[config.mk]
export PLATFORM = sky130hd
export DESIGN_NAME = phys_free_list
export DESIGN_NICKNAME = d
export VERILOG_FILES = /design/src/rtl/ooo_pkg.sv /design/src/rtl/phys_free_list.sv
export SDC_FILE = /design/constraint.sdc
export NUM_CORES = 1
export LEC_CHECK = 0
export CAP_MARGIN = 20
export CORE_UTILIZATION = 60
export CTS_CLUSTER_DIAMETER = 40
export DETAILED_ROUTE_END_ITERATION = 8
export GPL_TIMING_DRIVEN = 1
export PLACE_DENSITY = 0.79
export SLEW_MARGIN = 20
export SYNTH_ARGS = -nofsm -noshare
export SYNTH_HDL_FRONTEND = slang
export SYNTH_SLANG_ARGS = --single-unit
[constraint.sdc]
create_clock -name clk -period 6.2 [get_ports clk]
set_clock_uncertainty 0.15 [all_clocks]
set_input_delay 1.86 -clock clk [delete_from_list [all_inputs] [get_ports clk]]
set_output_delay 1.86 -clock clk [all_outputs]
set_load 0.01 [all_outputs]
[src/rtl/ooo_pkg.sv]
// Shared rename-stage types: register index widths and the physical tag type used by rat and phys_free_list.
package ooo_pkg;

  localparam int unsigned NUM_ARCH_REGS_DEF = 8;
  localparam int unsigned NUM_PHYS_REGS_DEF = 16;
  localparam int unsigned ARCH_REG_WIDTH    = $clog2(NUM_ARCH_REGS_DEF);
  localparam int unsigned PHYS_REG_WIDTH    = $clog2(NUM_PHYS_REGS_DEF);

  typedef logic [PHYS_REG_WIDTH-1:0] phys_reg_t;

endpackage

[src/rtl/phys_free_list.sv]
// Physical-register free list: circular FIFO of tags plus an in-list bitmap for double-free detection.
// Optional FREE_LIST_BYPASS_EN forwards a release straight to the allocator when the list is empty.
module phys_free_list
  import ooo_pkg::*;
#(
  parameter int unsigned NUM_ARCH_REGS = NUM_ARCH_REGS_DEF,
  parameter int unsigned NUM_PHYS_REGS = NUM_PHYS_REGS_DEF
) (
  input  logic                             clk,
  input  logic                             rst,
  input  logic                             alloc_in_valid,
  output logic                             alloc_out_valid,
  output logic [$clog2(NUM_PHYS_REGS)-1:0] phys_reg_alloc_out,
  input  logic                             free_in_valid,
  input  logic [$clog2(NUM_PHYS_REGS)-1:0] phys_reg_free_in,
  output logic                             free_err,
  output logic [$clog2(NUM_PHYS_REGS):0]   free_count
);

  localparam int unsigned TW = $clog2(NUM_PHYS_REGS);
  localparam logic [TW:0]   FULL_C  = (TW+1)'(NUM_PHYS_REGS);
  localparam logic [TW:0]   CNT_ONE = (TW+1)'(1);
  localparam logic [TW-1:0] PTR_ONE = TW'(1);

  if ((NUM_PHYS_REGS < 2) || ((NUM_PHYS_REGS & (NUM_PHYS_REGS - 1)) != 0)) begin : g_bad_depth
    $error("phys_free_list: NUM_PHYS_REGS must be a power of two >= 2");
  end
  if (NUM_ARCH_REGS > NUM_PHYS_REGS) begin : g_bad_arch
    $error("phys_free_list: NUM_ARCH_REGS exceeds NUM_PHYS_REGS");
  end

  logic [TW-1:0]      mem_q [NUM_PHYS_REGS];
  logic [TW-1:0]      mem_d [NUM_PHYS_REGS];
  logic [TW-1:0]      head_q, head_d;
  logic [TW-1:0]      tail_q, tail_d;
  logic [TW:0]        count_q, count_d;
  logic [NUM_PHYS_REGS-1:0] in_list_q, in_list_d;
  logic               free_err_q, free_err_d;

  logic          empty, full;
  logic [TW-1:0] head_tag;
  logic          alloc_fire;
  logic          free_ok;
  logic          bypass;
  logic          bypass_take;

  assign empty    = (count_q == '0);
  assign full     = (count_q == FULL_C);
  assign head_tag = mem_q[head_q];
  assign alloc_fire = alloc_in_valid && !empty;

  // Releasing the tag being allocated this cycle is legal: its in_list bit is about to clear.
  assign free_ok = free_in_valid && !full &&
                   (!in_list_q[phys_reg_free_in] || (alloc_fire && (phys_reg_free_in == head_tag)));

`ifdef FREE_LIST_BYPASS_EN
  assign bypass = empty && free_ok;
`else
  assign bypass = 1'b0;
`endif
  assign bypass_take = bypass && alloc_in_valid;

  assign alloc_out_valid    = !empty || bypass;
  assign phys_reg_alloc_out = bypass ? phys_reg_free_in : head_tag;
  assign free_count         = count_q;
  assign free_err           = free_err_q;

  always_comb begin
    mem_d      = mem_q;
    head_d     = head_q;
    tail_d     = tail_q;
    count_d    = count_q;
    in_list_d  = in_list_q;
    free_err_d = free_in_valid && !free_ok;

    if (alloc_fire) begin
      head_d              = head_q + PTR_ONE;
      in_list_d[head_tag] = 1'b0;
    end
    // Release is applied after allocate so a same-tag pair leaves the bit set.
    if (free_ok && !bypass_take) begin
      mem_d[tail_q]               = phys_reg_free_in;
      tail_d                      = tail_q + PTR_ONE;
      in_list_d[phys_reg_free_in] = 1'b1;
    end

    if ((free_ok && !bypass_take) && !alloc_fire) begin
      count_d = count_q + CNT_ONE;
    end else if (alloc_fire && !free_ok) begin
      count_d = count_q - CNT_ONE;
    end
  end

  always_ff @(posedge clk) begin
    if (rst) begin
      for (int unsigned i = 0; i < NUM_PHYS_REGS; i++) begin
        mem_q[i] <= TW'(i);
      end
      head_q     <= '0;
      tail_q     <= '0;
      count_q    <= FULL_C;
      in_list_q  <= '1;
      free_err_q <= 1'b0;
    end else begin
      mem_q      <= mem_d;
      head_q     <= head_d;
      tail_q     <= tail_d;
      count_q    <= count_d;
      in_list_q  <= in_list_d;
      free_err_q <= free_err_d;
    end
  end

endmodule

==> summary.md <==
| Metric | Value |
|---|---|
| Drt total wl | `10,500 µm` |
| # Max-Cap Violations | `0` |
| Drc violations | `0` |
| Postcts setup bufs | `0` |
| Internal power | `0.990 mW` |
| Via count | `3,404` |
| Input/output buffers | `18` |
| Layout cells sized above 1 | `12.8%` |
| CP Capture Type | `flip-flop` |
| Final Max Tran Viols | `0` |
| Starting density of the core | `62.2%` |
| Die X | `91.7 µm` |
| RSZ-0062 raised after global routing | `false` |
| Critical path fanouts, max | `6` |
| Synthesized netlist cell count | `454` |
| Worst EP required | `6300 ps` |
| P_leak | `2.27 nW` |
| Die H | `91.7 µm` |
| Skew-Pair Late Insertion Delay | `370 ps` |
| Core area | `7770 µm²` |
| Met3 Routed Length | `548 µm` |
| Total grt overflow | `0` |
| Register bit count reported by yosys | `94` |
| Synth top area share | `39.0%` |
| Syn nets | `473` |
| Longest Clk Path Bufs | `2` |
| Sequential power share | `46.8%` |
| Worst Path Arrival | `5650 ps` |
| First-pass GRT wire length | `17,400 µm` |
| Initial antenna violation count | `0` |
| Vias in the first global route | `3,518` |
| Die area | `8410 µm²` |
| Num CTS Buffers | `9` |
| Post-DP HPWL | `7370 µm` |
| Gpl congestion | `0.868` |
| Asr flop ratio synth | `0%` |
| Number of DRC markers in iteration 0 | `177` |
| Clock Pin Slew Worst Setup and Hold Paths | `80 ps` |
| CP startpoint kind | `input pin` |
| Routed Antenna Nets | `0` |
| NumNets Final | `481` |
| Uppermost layer routed | `met4` |
| TritonCTS clock tree | `built` |
| Met2 Routed Length | `5050 µm` |
| Met1 wire length | `4630 µm` |
| Clock H-tree levels | `3` |
| FMAX | `0.180 GHz` |
| Switching share of power | `30.3%` |
| Pin slew with the least headroom to its limit | `960 ps` |
| Final Hold Viols | `0` |
| Comb power frac | `24.0%` |
| Worst IR Drop VDD | `0.000146 V` |
| Hold buffers post-CTS | `0` |
| Most frequent cell after synthesis | `dfxtp_1` |
| Hold Slack | `329 ps` |
| Worst min path class | `flip-flop to flip-flop` |
| Syn Area/Cell | `10.6 µm²` |
| Routed WL per cell | `18.4 µm` |
| Post-synth top cells | `94 x dfxtp_1, 75 x mux2i_1, 58 x nor2_1, 39 x nand2b_1, 21 x mux4_2` |
| Area contributors post-synth | `dfxtp_1 39%, mux2i_1 16%, mux4_2 9.8%` |
| Largest net degree at the start of global routing | `67` |
| Clk pwr share | `29.2%` |
| Ys Warns | `0` |
| Fin crit share | `89.6%` |
| Pwr Density | `270 nW/µm²` |
| DR pass1 iterations | `4` |
| Fill cells | `609` |
| Setup tns final | `0 ps` |
| DR vias/cell | `5.98` |
| Post-synth top flop | `dfxtp_1` |
| Netlist cell types | `40` |
| Synthesized area | `4830 µm²` |
| Root buf cell | `clkbuf_8` |
| Psw | `0.431 mW` |
| Max-slew headroom | `36.0%` |
| Total GRT Usage | `27.3%` |
| Number of setup violations in the final report | `0` |
| Status | `finished clean` |
| Synth area leader | `dfxtp_1` |
| Period minus WS final | `5560 ps` |
| Ant diodes | `0` |
| IO Pins | `19` |
| Cts repair resizes | `0` |
| EDFF count, synth | `0` |
| Seq/Total Area, Yosys | `39.0%` |
| Crit path kind | `input pin to flip-flop` |
| Layout area overhead | `9.09%` |
| FP Rows | `32` |
| Clock sink count | `94` |
## layer usage
metal | global-route usage [%] | up-vias
li1 | - | 1639
met1 | 34.3 | 1645
met2 | 45.7 | 96
met3 | 4.56 | 24
met4 | 13.4 | 0
met5 | 0 | -
## per-stage QoR
step | utilization (%) | total power [mW] | instance area, µm² | instances | setup WS, ps
floorplan | - | 0.915 | 4830 | 454 | 522
global placement | 65.2 | 1.01 | 5070 | 553 | 373
detailed placement | 65.2 | 1.02 | 5070 | 553 | 242
CTS | 67.8 | 1.43 | 5270 | 569 | 627
global route | 67.8 | 1.50 | 5270 | 569 | 413
finish | 67.8 | 1.42 | 5270 | 569 | 642
## worst max-delay path: stages
cell	delay, ps
clkdlybuf4s50_1	660
mux4_2	540
mux4_2	540
o41a_1	230
nor2_4	150
ha_1	230
inv_1	120
ha_1	320
a21o_1	160
a21oi_1	170
xnor2_1	90
o21ai_0	130
or3b_2	440
## flip-flops by register name, indices dropped and copies added, names as in the netlist
| signal | cells |
|---|---|
| mem_q | 64 |
| free_count | 5 |
| free_err | 1 |
| tail_q | 4 |
| in_list_q | 16 |
| head_q | 4 |
## path summary, 6_finish.rpt
kind,from,depth (start not counted),slack [ps],end
setup / recovery,phys_reg_free_in[0],13,640,free_count[4]
setup reg to reg,head_q[1],15,1260,free_count[4]
hold / removal,mem_q[61],2,330,mem_q[61]
hold reg to reg,mem_q[61],2,330,mem_q[61]
## placed cells by master, fill, tap and decap left out, types with 2 or more instances in the layout
cell / netlist / final
inv_1: 14 / 14
and2_1: 5 / 5
clkdlybuf4s50_1: 0 / 17
o21ai_0: 3 / 3
ha_1: 10 / 10
nand2b_1: 39 / 39
nor3_1: 2 / 2
xor2_1: 5 / 5
clkbuf_1: 15 / 2
xnor2_1: 5 / 5
buf_4: 1 / 9
or3b_2: 2 / 2
nor2_1: 58 / 58
nand3_1: 5 / 5
dfxtp_1: 94 / 94
mux2_2: 2 / 2
or4_1: 2 / 2
nand2_1: 6 / 6
a21boi_0: 12 / 12
o31a_1: 2 / 2
a31oi_1: 2 / 2
clkbuf_8: 0 / 11
mux4_2: 21 / 21
nand4_1: 10 / 10
a311o_1: 16 / 16
nand4_4: 7 / 7
a21oi_1: 9 / 9
nor2b_1: 8 / 8
mux2i_1: 75 / 75
## cell type report
type	count	area [µm²]	share of cell area, %
Tap cell	102	128	2.42
Clock buffer	13	159	3.02
Multi-Input combinational cell	316	2760	52.4
Clock inverter	3	42.5	0.807
Inverter	14	52.6	0.997
Sequential cell	94	1880	35.7
Timing Repair Buffer	27	243	4.61
## power by group through the flow
stage | logic, mW | registers (mW) | clock network (mW)
after floorplan | 0.251 | 0.663 | 0
after global placement | 0.332 | 0.677 | 0
after detailed placement | 0.341 | 0.680 | 0
after CTS | 0.342 | 0.665 | 0.425
after global routing | 0.374 | 0.670 | 0.452
final | 0.341 | 0.664 | 0.415
## cell families (layout without fill, tap and decap cells)
kind of cell / Yosys count / count (layout) / synth area share (%)
compound gates: 50 / 50 / 8.50
xor+xnor: 10 / 10 / 1.81
fa+ha+maj: 11 / 11 / 3.01
buf+inv: 44 / 57 / 3.91
flops: 94 / 94 / 39.0
mux: 98 / 98 / 25.8
simple gates: 147 / 147 / 18.0
Power figures use the tool's default switching activity.
